File: src/rtl/flg_operand_fetch_mac_pkg.sv
// flg_operand_fetch_mac_pkg: shared widths, state encoding and width helpers for the operand fetch MAC
package flg_operand_fetch_mac_pkg;
  typedef enum logic [1:0] {IDLE = 2'd0, RUN = 2'd1, DRAIN = 2'd2, OUT = 2'd3} state_t;
  function automatic int off_width(input int dw);
    return $clog2(dw) + 1;
  endfunction
  function automatic int prod_width(input int aw, input int ww);
    return aw + ww;
  endfunction
  localparam int DEF_DATA_WIDTH = 32;
  localparam int DEF_OFF_WIDTH = off_width(DEF_DATA_WIDTH);
  localparam int DEF_ADDR_WIDTH = 10;
  localparam int DEF_ACT_WIDTH = 8;
  localparam int DEF_WEI_WIDTH = 8;
  localparam int DEF_PROD_WIDTH = prod_width(DEF_ACT_WIDTH, DEF_WEI_WIDTH);
  localparam int DEF_PSUM_WIDTH = 24;
endpackage

File: src/rtl/flg_mac_acc.sv
// flg_mac_acc: registered signed multiply, wrapping accumulator and pipe-valid tracking
module flg_mac_acc
  import flg_operand_fetch_mac_pkg::*;
#(
  parameter int ACT_WIDTH = DEF_ACT_WIDTH,
  parameter int WEI_WIDTH = DEF_WEI_WIDTH,
  parameter int PSUM_WIDTH = DEF_PSUM_WIDTH
) (
  input  logic                         clk,
  input  logic                         rst,
  input  logic                         clr,
  input  logic                         rd_en,
  input  logic signed [ACT_WIDTH-1:0]  act,
  input  logic signed [WEI_WIDTH-1:0]  wei,
  output logic [PSUM_WIDTH-1:0]        psum,
  output logic                         busy
);
  localparam int PW = prod_width(ACT_WIDTH, WEI_WIDTH);
  logic data_val, prod_val;
  logic signed [PW-1:0] prod;
  assign busy = rd_en | data_val | prod_val;
  always_ff @(posedge clk or posedge rst)
    if (rst) begin
      data_val <= 1'b0;
      prod_val <= 1'b0;
      prod <= '0;
      psum <= '0;
    end else begin
      data_val <= rd_en;
      prod_val <= data_val;
      if (data_val) prod <= act * wei;
      if (clr) psum <= '0;
      else if (prod_val) psum <= psum + {{(PSUM_WIDTH-PW){prod[PW-1]}}, prod};
    end
endmodule

File: src/rtl/flg_operand_fetch_mac.sv
// flg_operand_fetch_mac: turns flag offsets into packed SRAM reads and accumulates one psum per group
module flg_operand_fetch_mac
  import flg_operand_fetch_mac_pkg::*;
#(
  parameter int DATA_WIDTH = DEF_DATA_WIDTH,
  parameter int OFF_WIDTH = off_width(DATA_WIDTH),
  parameter int ADDR_WIDTH = DEF_ADDR_WIDTH,
  parameter int ACT_WIDTH = DEF_ACT_WIDTH,
  parameter int WEI_WIDTH = DEF_WEI_WIDTH,
  parameter int PSUM_WIDTH = DEF_PSUM_WIDTH
) (
  input  logic                         clk,
  input  logic                         rst,
  input  logic                         I_Sta,
  input  logic [ADDR_WIDTH-1:0]        I_ActBase,
  input  logic [ADDR_WIDTH-1:0]        I_WeiBase,
  input  logic                         I_Offset_val,
  input  logic                         I_Match,
  input  logic [OFF_WIDTH-1:0]         I_Offset_Act,
  input  logic [OFF_WIDTH-1:0]         I_Offset_Wei,
  input  logic                         I_fnh,
  output logic                         O_Pipe,
  output logic                         O_ActRdEn,
  output logic [ADDR_WIDTH-1:0]        O_ActRdAddr,
  output logic                         O_WeiRdEn,
  output logic [ADDR_WIDTH-1:0]        O_WeiRdAddr,
  input  logic signed [ACT_WIDTH-1:0]  I_ActRdData,
  input  logic signed [WEI_WIDTH-1:0]  I_WeiRdData,
  output logic [PSUM_WIDTH-1:0]        O_Psum,
  output logic                         O_Psum_val,
  output logic                         O_Busy,
  output logic                         O_Err
);
  state_t state, nxt;
  logic [ADDR_WIDTH-1:0] ptr_act, ptr_wei, inc_act, inc_wei;
  logic start, acc, bad, rd, pipe_busy;
  logic [PSUM_WIDTH-1:0] psum;
  assign inc_act = ptr_act + ADDR_WIDTH'(I_Offset_Act);
  assign inc_wei = ptr_wei + ADDR_WIDTH'(I_Offset_Wei);
  assign start = state == IDLE && I_Sta;
  assign acc = state == RUN && I_Offset_val;
  assign bad = I_Match && (I_Offset_Act == '0 || I_Offset_Wei == '0);
  assign rd = acc && I_Match && !bad;
  assign O_Busy = state != IDLE;
  assign O_Pipe = state == RUN;
  assign O_Psum_val = state == OUT;
  always_comb begin
    nxt = state;
    case (state)
      IDLE:  nxt = I_Sta ? RUN : IDLE;
      RUN:   nxt = (I_fnh && !I_Offset_val) ? DRAIN : RUN;
      DRAIN: nxt = pipe_busy ? DRAIN : OUT;
      OUT:   nxt = IDLE;
      default: nxt = IDLE;
    endcase
  end
  always_ff @(posedge clk or posedge rst)
    if (rst) begin
      state <= IDLE;
      ptr_act <= '0;
      ptr_wei <= '0;
      O_ActRdEn <= 1'b0;
      O_WeiRdEn <= 1'b0;
      O_ActRdAddr <= '0;
      O_WeiRdAddr <= '0;
      O_Psum <= '0;
      O_Err <= 1'b0;
    end else begin
      state <= nxt;
      O_ActRdEn <= rd;
      O_WeiRdEn <= rd;
      if (rd) begin
        O_ActRdAddr <= inc_act - ADDR_WIDTH'(1);
        O_WeiRdAddr <= inc_wei - ADDR_WIDTH'(1);
      end
      if (start) begin
        ptr_act <= I_ActBase;
        ptr_wei <= I_WeiBase;
      end else if (acc) begin
        ptr_act <= inc_act;
        ptr_wei <= inc_wei;
      end
      if ((acc && bad) || (I_Sta && O_Busy)) O_Err <= 1'b1;
      if (state == DRAIN && !pipe_busy) O_Psum <= psum;
    end
  flg_mac_acc #(
    .ACT_WIDTH(ACT_WIDTH),
    .WEI_WIDTH(WEI_WIDTH),
    .PSUM_WIDTH(PSUM_WIDTH)
  ) u_acc (
    .clk(clk),
    .rst(rst),
    .clr(start),
    .rd_en(O_ActRdEn),
    .act(I_ActRdData),
    .wei(I_WeiRdData),
    .psum(psum),
    .busy(pipe_busy)
  );
endmodule

File: config.mk
export PLATFORM = sky130hd
export DESIGN_NAME = flg_operand_fetch_mac
export DESIGN_NICKNAME = d
export VERILOG_FILES = /design/src/rtl/flg_operand_fetch_mac_pkg.sv /design/src/rtl/flg_mac_acc.sv /design/src/rtl/flg_operand_fetch_mac.sv
export SDC_FILE = /design/constraint.sdc
export NUM_CORES = 1
export LEC_CHECK = 0
export BUFFER_PORTS_ARGS = -buffer_cell sky130_fd_sc_hd__buf_2
export CAP_MARGIN = 40
export CORE_MARGIN = 2
export CORE_UTILIZATION = 30
export CTS_CLUSTER_DIAMETER = 50
export DETAILED_ROUTE_END_ITERATION = 16
export PLACE_DENSITY_LB_ADDON = 0.08
export SETUP_SLACK_MARGIN = 0.2
export SLEW_MARGIN = 25
export SYNTH_ARGS = -nofsm -noshare
export SYNTH_HDL_FRONTEND = slang
export SYNTH_SLANG_ARGS = --single-unit
export TNS_END_PERCENT = 5
File: constraint.sdc
create_clock -name clk -period 7.8 [get_ports clk]
set_input_delay 1.56 -clock clk [delete_from_list [all_inputs] [get_ports clk]]
set_output_delay 1.56 -clock clk [all_outputs]
set_load 0.02 [all_outputs]
Word level (Yosys, flattened, before mapping)
Cells that the tools add are included.
{ "totals": {"reg_bits": 110, "inputBits": 54, "output_inout_bits": 50, "word_cells": 53} }
{ "op_classes": {"add_sub_neg": 5, "multipliers": 1, "n_eq_ne": 3, "mux": 10, "n_bitwise": 2, "reduce_logical": 20} }
{ "op_table": {"columns": ["operator", "count"], "rows": [
  ["two-way mux 24 bit", 2],
  ["two-way mux 10 bit", 4],
  ["adder 24 bit", 1],
  ["adder 10 x 6 -> 10 bit", 2],
  ["subtractor 10 x 1 -> 10 bit, second input constant", 2],
  ["multiplier 8 x 8 -> 16 bit", 1],
  ["logical NOT 6 bit", 2],
  ["logical AND 1 bit", 9],
  ["one-hot mux 2 bit (4 select lines)", 1],
  ["nonzero test 2 bit", 3],
  ["equality test 2 bit, second input constant", 2],
  ["logical NOT 1 bit", 3],
  ["equality test 2 x 1 -> 1 bit, second input constant", 1],
  ["logical NOT 2 bit", 1],
  ["logical OR 1 bit", 2],
  ["two-way mux 1 bit", 2],
  ["two-way mux 2 bit", 1],
  ["OR 1 bit", 2]
]} }

Depth between registers and ports, before layout
Gate-level depths: netlist of run 1.
{ "depth": {"word_depth": 5, "mapped_depth": 18, "ltp_nobuf": 18} }

Hierarchy
From an unflattened synthesis of run 1, not the netlist that was laid out.
{ "hier_totals": {"cells_unflattened": 957, "hier_area_um2": 9148.8} }
{ "by_module_without_submodules": {"columns": ["mod", "instances", "cells_per_inst", "area_each_um2", "seq_area_each_um2"], "rows": [
  ["flg_mac_acc", 1, 586, 5353.9, 1051.0],
  ["flg_operand_fetch_mac", 1, 371, 3794.9, 1701.6]
]} }

Worst setup path before layout of run 1
OpenSTA, ideal clock, no wires.
{ "synth_timing": {"path_type": "input to register", "startpoint": "input I_ActRdData[7]", "endpoint": "register u_acc.prod[15]", "setup_time_ns": 0.125, "t_arrival_ns": 5.512, "t_required_ns": 7.675, "path_slack_ns": 2.163, "stages": 16, "n_path_buf": 0, "cell_sequence": "nand2_1 -> inv_1 -> fa_1 -> inv_1 -> fa_1 -> inv_1 -> fa_1 -> inv_1 -> fa_1 -> inv_1 -> ha_1 -> and3_1 -> a211oi_1 -> a21oi_1 -> xnor2_1 -> mux2_2"} }
{ "synth_between": {"elab_chain_cells": 1} }
{ "synth_lines": {"columns": ["item", "line", "rtl"], "rows": [
  ["from (decl)", "flg_operand_fetch_mac.sv:27", "input logic signed [ACT_WIDTH-1:0] I_ActRdData,"],
  ["multiplier 8 x 8 -> 16 bit", "flg_mac_acc.sv:31", "if (data_val) prod <= act * wei;"],
  ["to (signal assigned)", "flg_mac_acc.sv:31", null],
  ["to (decl)", "flg_mac_acc.sv:20", "logic signed [PW-1:0] prod;"]
]} }
Every way passes these cells.
A chain may end at the register's enable or synchronous reset.

Worst setup path in the final report of run 1
{ "layout_timing": {"startpoint": "input I_ActRdData[3]", "endpoint": "register u_acc.prod[15]"} }
Same word-level chain as after synthesis.

==> results of run 1 <==
## synthesized netlist by cell type (all sizes together) (5+ instances only)
cell,n
a22oi,14
nand2,72
o21ai,52
o21a,5
nor4b,5
mux2i,13
nand4,5
nor3,15
o21bai,11
nor3b,5
xor2,22
a21o,14
dfrtp,110
a211oi,13
and2,47
nor2b,8
clkbuf,16
nand2b,11
ha,66
inv,95
xnor2,42
buf,7
nor2,49
mux2,37
a221o,7
nand3,12
a21oi,38
fa,58
## worst min-delay path, cell delays in order (launching register included)
cell and delay [ps]:
sky130_fd_sc_hd__dfrtp_1 340, sky130_fd_sc_hd__a21oi_1 40, sky130_fd_sc_hd__o21ai_0 60
## registers in the layout, indices dropped and copies added (netlist names), named ones only
register / flops
O_ActRdAddr: 10
O_Err: 1
O_Psum: 24
O_WeiRdAddr: 10
O_WeiRdEn: 1
ptr_act: 10
ptr_wei: 10
state: 1
u_acc.data_val: 1
u_acc.prod: 16
u_acc.prod_val: 1
u_acc.psum: 24
## cells in the final DEF (no fill, tap or decap), types with 11 or more instances in the layout
cell	instances
sky130_fd_sc_hd__o21ai_0	41
sky130_fd_sc_hd__a21oi_1	34
sky130_fd_sc_hd__buf_2	103
sky130_fd_sc_hd__xnor2_1	40
sky130_fd_sc_hd__nor2_1	48
sky130_fd_sc_hd__mux2_2	37
sky130_fd_sc_hd__and2_1	45
sky130_fd_sc_hd__nand2_1	71
sky130_fd_sc_hd__fa_1	58
sky130_fd_sc_hd__o21bai_1	11
sky130_fd_sc_hd__nor3_1	13
sky130_fd_sc_hd__mux2i_1	13
sky130_fd_sc_hd__xor2_1	22
sky130_fd_sc_hd__inv_1	94
sky130_fd_sc_hd__dfrtp_1	110
sky130_fd_sc_hd__nand3_1	12
sky130_fd_sc_hd__a21o_1	14
sky130_fd_sc_hd__a22oi_1	14
sky130_fd_sc_hd__ha_1	66
sky130_fd_sc_hd__nand2b_1	11
## per-stage QoR
stage | setup slack (ps) | area, µm² | power (mW) | utilization | cells
2_1_floorplan | 2160 | 8770 | 2.94 | - | 886
3_3_place_gp | 1760 | 9740 | 3.57 | 0.338 | 1357
3_5_place_dp | 1710 | 9770 | 3.57 | 0.340 | 1359
4_1_cts | 2070 | 10100 | 4.12 | 0.351 | 1375
5_1_grt | 1850 | 10100 | 4.49 | 0.351 | 1375
6_report | 2080 | 10100 | 4.04 | 0.351 | 1375
## power by group through the flow
stage	Sequential (mW)	Combinational, mW	Clock (mW)
after global placement	1.04	2.53	0
after CTS	1.02	2.55	0.543
after global routing	1.06	2.87	0.563
after floorplan	1.09	1.85	0
final	1.02	2.51	0.522
after detailed placement	1.03	2.53	0
## routing by layer
metal  track usage  up-vias  wire length (µm)
met5             0        -                 0
met1         0.195     3106             10000
met2         0.249       91              9900
li1              -     3227                 -
met3        0.0311        9               795
met4        0.0198        0               121
## final timing paths
kind | depth (start not counted) | start | to | slack, ps
worst max-delay path | 19 | I_ActRdData[3] | u_acc.prod[15]$_DFFE_PP0P_ | 2080
worst min-delay path | 2 | O_Err$_DFFE_PP0P_ | O_Err$_DFFE_PP0P_ | 470
worst max register to register | 9 | ptr_wei[0]$_DFFE_PP0P_ | O_WeiRdAddr[9]$_DFFE_PP0P_ | 5090
worst min register to register | 2 | O_Err$_DFFE_PP0P_ | O_Err$_DFFE_PP0P_ | 470
max in group asynchronous | 4 | rst | O_Psum[13]$_DFFE_PP0P_ | 5420
min in group asynchronous | 2 | rst | O_WeiRdAddr[0]$_DFFE_PP0P_ | 1230
## logic make-up (layout without fill, tap and decap cells)
logic type / after synthesis / count (layout) / share of synthesized area
AND/OR/NAND/NOR: 239 / 239 / 0.141
buffers and inverters: 119 / 224 / 0.0518
flip-flops: 110 / 110 / 0.314
AO/OA/AOI/OAI: 180 / 180 / 0.139
multiplexers: 50 / 50 / 0.0623
XOR/XNOR: 64 / 64 / 0.0656
adder cells (fa/ha/maj): 124 / 124 / 0.227
## cell type report
cell class | instances | share of cell area
multi-input cells | 657 | 0.552
repair buffers | 112 | 0.0597
inverters | 96 | 0.0359
flip-flops and latches | 110 | 0.272
well taps | 384 | 0.0475
clock buffers | 12 | 0.0254
clock inverters | 4 | 0.00755
==> results.md, run 1 <==
- Outcome: complete, no violations
- Number of buffers created by CTS: 9
- CTS clock-pin slew for the worst setup and hold paths: 70 ps
- Clock network fraction of design power: 0.129
- Buffer type at the clock tree root: sky130_fd_sc_hd__clkbuf_16
- Fillcell total: 2963
- DRT antenna net count: 0
- Share of the synthesized area in the top cell type: 0.314
- Data arrival time of the worst path: 5950 ps
- Share of flip-flops with an asynchronous set or reset: 1.00
- Post-route DRC violation count: 0
- Worst supply voltage drop on vdd: 0.000148 V
- Nature of the critical path endpoint: register
- First-pass DRT Iterations: 4
- CTS tree: done
- Vias in the first global route: 6997
- Largest fanout on the critical path: 8
- GRT overflow: 0
- First-pass GRT wire length: 36200 µm
- Vias after detailed routing: 6433
- P_sw: 1.84 mW
- Number of nets at the end of the flow: 1164
- Flop and latch count out of synthesis: 110
- Cell internal power dissipation: 2.20 mW
- Lkg Pwr: 4.82 nW
- Setup Crit Path Kind: in -> reg
- Syn-to-layout area delta: 15.2%
- Num Clock Sinks: 110
- Area of the multi-input gates: 5580 µm²
- Most used flip-flop cell after synthesis: sky130_fd_sc_hd__dfrtp_1
- Final Max Slew Viols: 0
- Synthesized Nets: 1064
- Count of flip-flops with a built-in enable after synthesis: 0
- Post-detailed-routing wire length: 20900 µm
- RSZ-0062 raised after global routing: false
- Synth area leader: sky130_fd_sc_hd__dfrtp_1
- Gp weighted congestion: 0.761
- Number of DRC markers in iteration 0: 268
- WL/cell: 15.2 µm
- Count of input and output buffers: 103
- Insertion delay of the later-clocked pin in the worst-skew pair: 360 ps
- Number of gates resized after CTS: 0
- Data required, critical path: 8030 ps
- Die height: 175 µm
- Antenna violations before repair: 0
- Critical path's top delay family: adder cells
- Proportion of total power due to net switching: 0.455
- Top cells by area in the synthesized netlist: sky130_fd_sc_hd__dfrtp_1 31%, sky130_fd_sc_hd__fa_1 13%, sky130_fd_sc_hd__ha_1 9.4%
- I/O pin count: 104
- Half-perimeter wire length of the detailed placement result: 16300 µm
- Worst hold slack: 468 ps
- Min Tclk post-route: 5720 ps
- Combinational cell fraction of total power: 0.620
- Hold WC Path Type: reg -> reg
- Synthesis warning total: 0
- Clock Skew: 22.1 ps
- Die outline area: 30600 µm²
- H-tree level count: 3
- Portion of the post-synthesis area used by sequential elements: 0.314
- Overall global routing resource usage: 0.146
- Worst path cell trace: buf_2 > and2_1 > fa_1 > inv_1 > fa_1 > inv_1 > fa_1 > inv_1 > fa_1 > inv_1 > ha_1 > nand2_1 > o211ai_1 > a21oi_1 > o21bai_1 > a211oi_1 > a21oi_1 > xnor2_1 > mux2_2
- Slew headroom: 0.615
- Number of setup buffers added after CTS: 0
- Largest net degree at the start of global routing: 44
- Post-synthesis cell count: 886
- Startpoint kind of the worst setup timing path: input pin
- Area of the placeable core: 28800 µm²
- Share of final-layout standard cells stronger than drive strength 1: 0.193
- Largest stage delay on the critical path: 530 ps
- Cell row count: 62
- Final critical-path share of the clock period: 0.733
- Worst-margin pin slew: 578 ps
- Register cell area after layout: 2750 µm²
- Number of failing setup endpoints in the final timing report: 0
- Maxcap violations: 0
- Power per unit of standard cell area: 400 nW/µm²
- Number of distinct library cell variants in the gate-level netlist after synthesis: 62
- Cts-stage hold buffer count: 0
- Critical path buffers and inverters: 5
- Bufs on Longest Clock Path: 2
- Final-layout setup total negative slack: 0 ps
- Ratio of routed vias to standard cells: 4.68
- Chip width: 175 µm
- Initial core utilization: 0.305
- Number of hold violations in the final report: 0
- Total standard cell area after synthesis: 8770 µm²
- Mean Syn Cell Area: 9.90 µm²
- F_max: 175 MHz
- Reg power frac: 0.251
- Cell at the slowest stage of the critical path: sky130_fd_sc_hd__fa_1
- Antenna cells: 0
Note: power is estimated with default switching activity, not from simulation.
==> run 2, diff against run 1 <==
==> constraint.sdc (replaced) <==
create_clock -name clk -period 5.6 [get_ports clk]
set_input_delay 1.12 -clock clk [delete_from_list [all_inputs] [get_ports clk]]
set_output_delay 1.12 -clock clk [all_outputs]
set_load 0.02 [all_outputs]
==> run 2 against run 1 <==
  * Combinational power up 41%
  * Non-clock buffer count is 10 higher
  * Final cell count grew 0.73%
  * Via count is 0.87% higher
  * Utilization up 0.36 points
  * Sequential share of layout area shrank 0.27 points
  * Clock-buffer cell count is 2 lower
==> results.md, run 2 (same netlist as run 1, synthesis figures left out) <==
- Count of input and output buffers: 103
- Die height: 175 µm
- Number of nets at the end of the flow: 1174
- Overall global routing resource usage: 0.148
- Half-perimeter wire length of the detailed placement result: 16700 µm
- Vias after detailed routing: 6489
- Worst-margin pin slew: 644 ps
- Hold WC Path Type: reg -> reg
- Number of failing setup endpoints in the final timing report: 0
- Worst path cell trace: buf_2 > and2_1 > fa_1 > inv_1 > fa_1 > inv_1 > fa_1 > inv_1 > fa_1 > inv_1 > ha_1 > nand2_1 > o211ai_1 > a21oi_1 > o21bai_1 > a211oi_2 > a21oi_1 > xnor2_1 > mux2_2
- H-tree level count: 3
- Number of standard cells in the final layout excluding fillers: 1385
- Total placed cells including tap cells: 1369
- Commonest cells after routing, fill and taps aside: 110 x sky130_fd_sc_hd__dfrtp_1, 103 x sky130_fd_sc_hd__buf_2, 94 x sky130_fd_sc_hd__inv_1, 71 x sky130_fd_sc_hd__nand2_1, 66 x sky130_fd_sc_hd__ha_1
- Worst Min Path Start: O_ActRdAddr[8]$_DFFE_PP0P_
- Clock Skew: 12.2 ps
- Data arrival time of the worst path: 5380 ps
- Total power consumption of the routed design: 5.72 mW
- Die outline area: 30600 µm²
- Number of DRC markers in iteration 0: 293
- Area of the placeable core: 28800 µm²
- Largest registers: O_Psum: 24 flops, u_acc.psum: 24 flops, u_acc.prod: 16 flops
- Final Max Slew Viols: 0
- RR Startpoint: ptr_wei[0]$_DFFE_PP0P_
- Initial core utilization: 0.305
- Post-detailed-routing wire length: 21500 µm
- Number of cells on the worst hold path: 2
- Num Clock Sinks: 110
- WL/cell: 15.5 µm
- Final critical-path share of the clock period: 0.918
- Reg-to-reg slack, setup: 2830 ps
- Largest fanout on the critical path: 8
- Outcome: complete, no violations
- Hold path endpoint: O_ActRdAddr[8]$_DFFE_PP0P_
- Proportion of total power due to net switching: 0.455
- Cell row count: 62
- First-pass GRT wire length: 36400 µm
- Antenna violations before repair: 2
- Number of hold violations in the final report: 0
- Combinational cell fraction of total power: 0.618
- I/O pin count: 104
- Lkg Pwr: 4.88 nW
- Clock network fraction of design power: 0.134
- First-pass DRT Iterations: 4
- Fillcell total: 2975
- Power per unit of standard cell area: 560 nW/µm²
- Critical path's top delay family: adder cells
- Syn-to-layout area delta: 16.4%
- Slew headroom: 0.570
- Cell Area, Placed: 9860 µm²
- Cell internal power dissipation: 3.12 mW
- Register cell area after layout: 2750 µm²
- Insertion delay of the later-clocked pin in the worst-skew pair: 360 ps
- Buffer type at the clock tree root: sky130_fd_sc_hd__clkbuf_16
- Bufs on Longest Clock Path: 2
- Setup Crit Path Kind: in -> reg
- Maxcap violations: 0
- Ratio of routed vias to standard cells: 4.69
- Number of setup buffers added after CTS: 0
- DRT antenna net count: 0
- CTS clock-pin slew for the worst setup and hold paths: 80 ps
- Cell at the slowest stage of the critical path: sky130_fd_sc_hd__fa_1
- Destination of the worst register-to-register timing path: O_WeiRdAddr[9]$_DFFE_PP0P_
- Number of buffers created by CTS: 9
- Largest stage delay on the critical path: 530 ps
- Worst hold slack: 482 ps
- RSZ-0062 raised after global routing: false
- Final-layout setup total negative slack: 0 ps
- F_max: 195 MHz
- Chip width: 175 µm
- Cell area after layout: 10200 µm²
- Gp weighted congestion: 0.801
- Min Tclk post-route: 5140 ps
- Logic depth of the worst register-to-register path: 9
- GRT overflow: 0
- Largest net degree at the start of global routing: 51
- Data required, critical path: 5840 ps
- Critical path buffers and inverters: 5
- Startpoint kind of the worst setup timing path: input pin
- Vias in the first global route: 6968
- Reg power frac: 0.248
- Post-route DRC violation count: 0
- Area of the multi-input gates: 5580 µm²
- Share of final-layout standard cells stronger than drive strength 1: 0.202
- Worst supply voltage drop on vdd: 0.000199 V
- CTS tree: done
- Commonest non-fill, non-tap cell in the layout: sky130_fd_sc_hd__dfrtp_1
- P_sw: 2.60 mW
- Nature of the critical path endpoint: register
==> run 2: cell types whose count changed in the layout (fill, tap and decap cells not counted), sizes merged <==
cell,delta
bufinv,+1
buf,+10
clkbuf,-2
diode,+1
==> run 2: per-layer routing <==
metal	vias to the layer above	GRT usage	routed length, µm
li1	3235	-	-
met2	96	0.250	10000
met4	2	0.0247	183
met1	3136	0.196	10400
met5	-	0	7
met3	20	0.0335	900
==> run 2: area by class of cell <==
type                            count  share of cell area
Clock inverter                      5              0.0104
Multi-Input combinational cell    657               0.547
Antenna cell                        1            0.000245
Sequential cell                   110               0.270
Timing Repair Buffer              122              0.0672
Clock buffer                       10              0.0234
Tap cell                          384              0.0471
Inverter                           96              0.0355
==> run 2: through the flow <==
step / worst slack [ps] / util
floorplan: 403 / -
global placement: 89.0 / 0.341
detailed placement: -18.2 / 0.342
CTS: 358 / 0.354
global route: 209 / 0.355
finish: 461 / 0.355
==> run 2: how the worst max path moves through the flow <==
stage              startpoint                         end  slack, ps  cells after the start
6_report       I_WeiRdData[3]  u_acc.prod[15]$_DFFE_PP0P_        460                     19
2_1_floorplan  I_ActRdData[7]  u_acc.prod[15]$_DFFE_PP0P_        400                     16
4_1_cts        I_WeiRdData[3]  u_acc.prod[15]$_DFFE_PP0P_        360                     19
3_3_place_gp   I_WeiRdData[3]  u_acc.prod[15]$_DFFE_PP0P_         90                     19
3_5_place_dp   I_WeiRdData[3]  u_acc.prod[15]$_DFFE_PP0P_        -20                     19
5_1_grt        I_WeiRdData[3]  u_acc.prod[15]$_DFFE_PP0P_        210                     19
==> run 2: what timing repair did <==
action	in CTS	in global routing
endpoints found under the setup margin	0	2
hold buffers	0	0
resized for setup	0	1
==> run 2: worst min-delay path, cell delays in order, from the launching register on <==
cell and delay (ps):
sky130_fd_sc_hd__dfrtp_1 340, sky130_fd_sc_hd__nand2_1 50, sky130_fd_sc_hd__o21ai_1 60
==> run 2: power groups by stage <==
| stage | Clock (mW) | Combinational (mW) | Sequential (mW) |
|---|---|---|---|
| floorplan | 0 | 2.58 | 1.52 |
| global placement | 0 | 3.56 | 1.45 |
| detailed placement | 0 | 3.57 | 1.44 |
| CTS | 0.793 | 3.59 | 1.43 |
| global route | 0.820 | 4.01 | 1.48 |
| finish | 0.764 | 3.54 | 1.42 |
==> run 3, diff against run 2 <==
--- a/config.mk
+++ b/config.mk
@@ -11,6 +11,7 @@
 export CORE_UTILIZATION = 30
 export CTS_CLUSTER_DIAMETER = 50
 export DETAILED_ROUTE_END_ITERATION = 16
+export MAX_ROUTING_LAYER = met4
 export PLACE_DENSITY_LB_ADDON = 0.08
 export SETUP_SLACK_MARGIN = 0.2
 export SLEW_MARGIN = 25
==> run 3 against run 2 <==
  * Maximum frequency shrank 0.16%
  * Register-to-register slack is essentially flat
  * Largest power group unchanged
  * Highest routed layer is now met4
  * Clock-buffer cell count is the same
  * Die area is the same
  * Global-route usage grew 0.48 points
  * Via count shrank 0.18%
  * Flip-flop and latch count is the same
  * Critical endpoint unchanged
  * Non-clock buffer count is the same
==> results.md, run 3 (same netlist as run 1, synthesis figures left out) <==
- Outcome: complete, no violations
- Chip width: 175 µm
- Crit path setup slack, layout: 453 ps
- Number of DRC markers in iteration 0: 281
- Count of input and output buffers: 103
- Number of nets at the end of the flow: 1174
- Die outline area: 30600 µm²
- Number of standard cells in the final layout excluding fillers: 1386
- Syn-to-layout area delta: 16.4%
- Nature of the critical path endpoint: register
- GRT overflow: 0
- First-pass DRT Iterations: 4
- Ratio of routed vias to standard cells: 4.67
- Maxcap violations: 0
- Initial core utilization: 0.305
- CTS clock-pin slew for the worst setup and hold paths: 80 ps
- Routed metal-1 wirelength: 10500 µm
- I/O pin count: 104
- Lkg Pwr: 4.88 nW
- Largest net degree at the start of global routing: 51
- Number of buffers created by CTS: 9
- Met2 routed wirelength: 10000 µm
- DRT antenna net count: 0
- Critical path buffers and inverters: 5
- Clock Skew: 13.0 ps
- Critical path's top delay family: adder cells
- Worst supply voltage drop on vdd: 0.000200 V
- CTS tree: done
- F_max: 194 MHz
- Die height: 175 µm
- Register cell area after layout: 2750 µm²
- Insertion delay of the later-clocked pin in the worst-skew pair: 360 ps
- Commonest cells after routing, fill and taps aside: 110 x sky130_fd_sc_hd__dfrtp_1, 103 x sky130_fd_sc_hd__buf_2, 94 x sky130_fd_sc_hd__inv_1, 71 x sky130_fd_sc_hd__nand2_1, 66 x sky130_fd_sc_hd__ha_1
- Largest stage delay on the critical path: 530 ps
- Data required, critical path: 5840 ps
- Antenna violations before repair: 2
- Final-layout setup total negative slack: 0 ps
- Worst-margin pin slew: 649 ps
- First-pass GRT wire length: 36400 µm
- WL/cell: 15.5 µm
- Startpoint kind of the worst setup timing path: input pin
- Worst setup timing slack at the placement stage: -18.2 ps
- Power per unit of standard cell area: 561 nW/µm²
- Num Clock Sinks: 110
- Slew headroom: 0.567
- Bufs on Longest Clock Path: 2
- Commonest non-fill, non-tap cell in the layout: sky130_fd_sc_hd__dfrtp_1
- Vias in the first global route: 6966
- Area of the multi-input gates: 5580 µm²
- Total placed cells including tap cells: 1369
- Max layer used: met4
- RSZ-0062 raised after global routing: false
- Cell at the slowest stage of the critical path: sky130_fd_sc_hd__fa_1
- Min Tclk post-route: 5150 ps
- Share of final-layout standard cells stronger than drive strength 1: 0.202
- Buffer type at the clock tree root: sky130_fd_sc_hd__clkbuf_16
- Routed wire length on met3: 805 µm
- Area of the placeable core: 28800 µm²
- Post-detailed-routing wire length: 21500 µm
- Overall global routing resource usage: 0.152
- Setup Crit Path Kind: in -> reg
- Hold WC Path Type: reg -> reg
- Gp weighted congestion: 0.813
- Number of hold violations in the final report: 0
- Largest fanout on the critical path: 8
- Final critical-path share of the clock period: 0.919
- H-tree level count: 3
- Largest registers: O_Psum: 24 flops, u_acc.psum: 24 flops, u_acc.prod: 16 flops
- Vias after detailed routing: 6477
- Number of failing setup endpoints in the final timing report: 0
- Worst path cell trace: buf_2 > and2_1 > fa_1 > inv_1 > fa_1 > inv_1 > fa_1 > inv_1 > fa_1 > inv_1 > ha_1 > nand2_1 > o211ai_1 > a21oi_1 > o21bai_1 > a211oi_2 > a21oi_1 > xnor2_1 > mux2_2
- Post-route DRC violation count: 0
- Half-perimeter wire length of the detailed placement result: 16700 µm
- Final Max Slew Viols: 0
- Fillcell total: 2977
- Data arrival time of the worst path: 5390 ps
- Cell row count: 62
## run 3: cell types whose count changed in the layout (fill, tap and decap cells not counted)
cell                      previous run  this run
sky130_fd_sc_hd__diode_2             1         2
## run 3: layer usage
metal,vias up,GRT usage
li1,3241,-
met1,3125,0.199
met2,93,0.249
met3,18,0.0309
met4,0,0.0247
met5,-,-
## run 3: area by class of cell
| cell class | count | share of cell area |
|---|---|---|
| multi-input combinational | 657 | 0.546 |
| sequential | 110 | 0.270 |
| timing repair buffer | 122 | 0.0671 |
| tap | 384 | 0.0470 |
| inverter | 96 | 0.0355 |
| clock buffer | 10 | 0.0234 |
| clock inverter | 5 | 0.0104 |
| antenna | 2 | 0.000490 |
## run 3: stage by stage
stage / util / hold WS (ps) / cell area, µm² / power (mW)
floorplan: - / 450 / 8770 / 4.10
global placement: 0.341 / 461 / 9810 / 5.00
detailed placement: 0.342 / 470 / 9860 / 5.01
CTS: 0.354 / 489 / 10200 / 5.81
global route: 0.355 / 504 / 10200 / 6.32
finish: 0.355 / 482 / 10200 / 5.73
## run 3: worst paths after layout
check,from,end,slack (ps),cells after the start
worst max-delay path,I_WeiRdData[3],u_acc.prod[15]$_DFFE_PP0P_,450,19
min in group asynchronous,rst,ptr_wei[0]$_DFFE_PP0P_,690,2
worst max register to register,ptr_wei[0]$_DFFE_PP0P_,O_WeiRdAddr[9]$_DFFE_PP0P_,2830,9
worst min-delay path,O_ActRdAddr[8]$_DFFE_PP0P_,O_ActRdAddr[8]$_DFFE_PP0P_,480,2
worst min register to register,O_ActRdAddr[8]$_DFFE_PP0P_,O_ActRdAddr[8]$_DFFE_PP0P_,480,2
max in group asynchronous,rst,u_acc.psum[16]$_DFFE_PP0P_,3960,3
## run 3: worst register-to-register path, cell delays in order (launching register included)
cell,delay [ps]
sky130_fd_sc_hd__dfrtp_1,390
sky130_fd_sc_hd__ha_1,220
sky130_fd_sc_hd__fa_1,420
sky130_fd_sc_hd__a21o_1,210
sky130_fd_sc_hd__a21oi_2,230
sky130_fd_sc_hd__nor4_1,100
sky130_fd_sc_hd__nor4b_2,470
sky130_fd_sc_hd__nor4b_4,290
sky130_fd_sc_hd__xor2_1,240
sky130_fd_sc_hd__o21ai_1,80
## run 3: power by group
group          switching (mW)  internal [mW]
registers               0.281           1.14
clock network           0.314          0.450
logic                    2.01           1.53
## run 3: repair_timing
item                       4_1_cts  5_1_grt
gates resized for setup          0        1
setup endpoints to repair        0        2
hold buffers                     0        0
setup buffers                    0        0
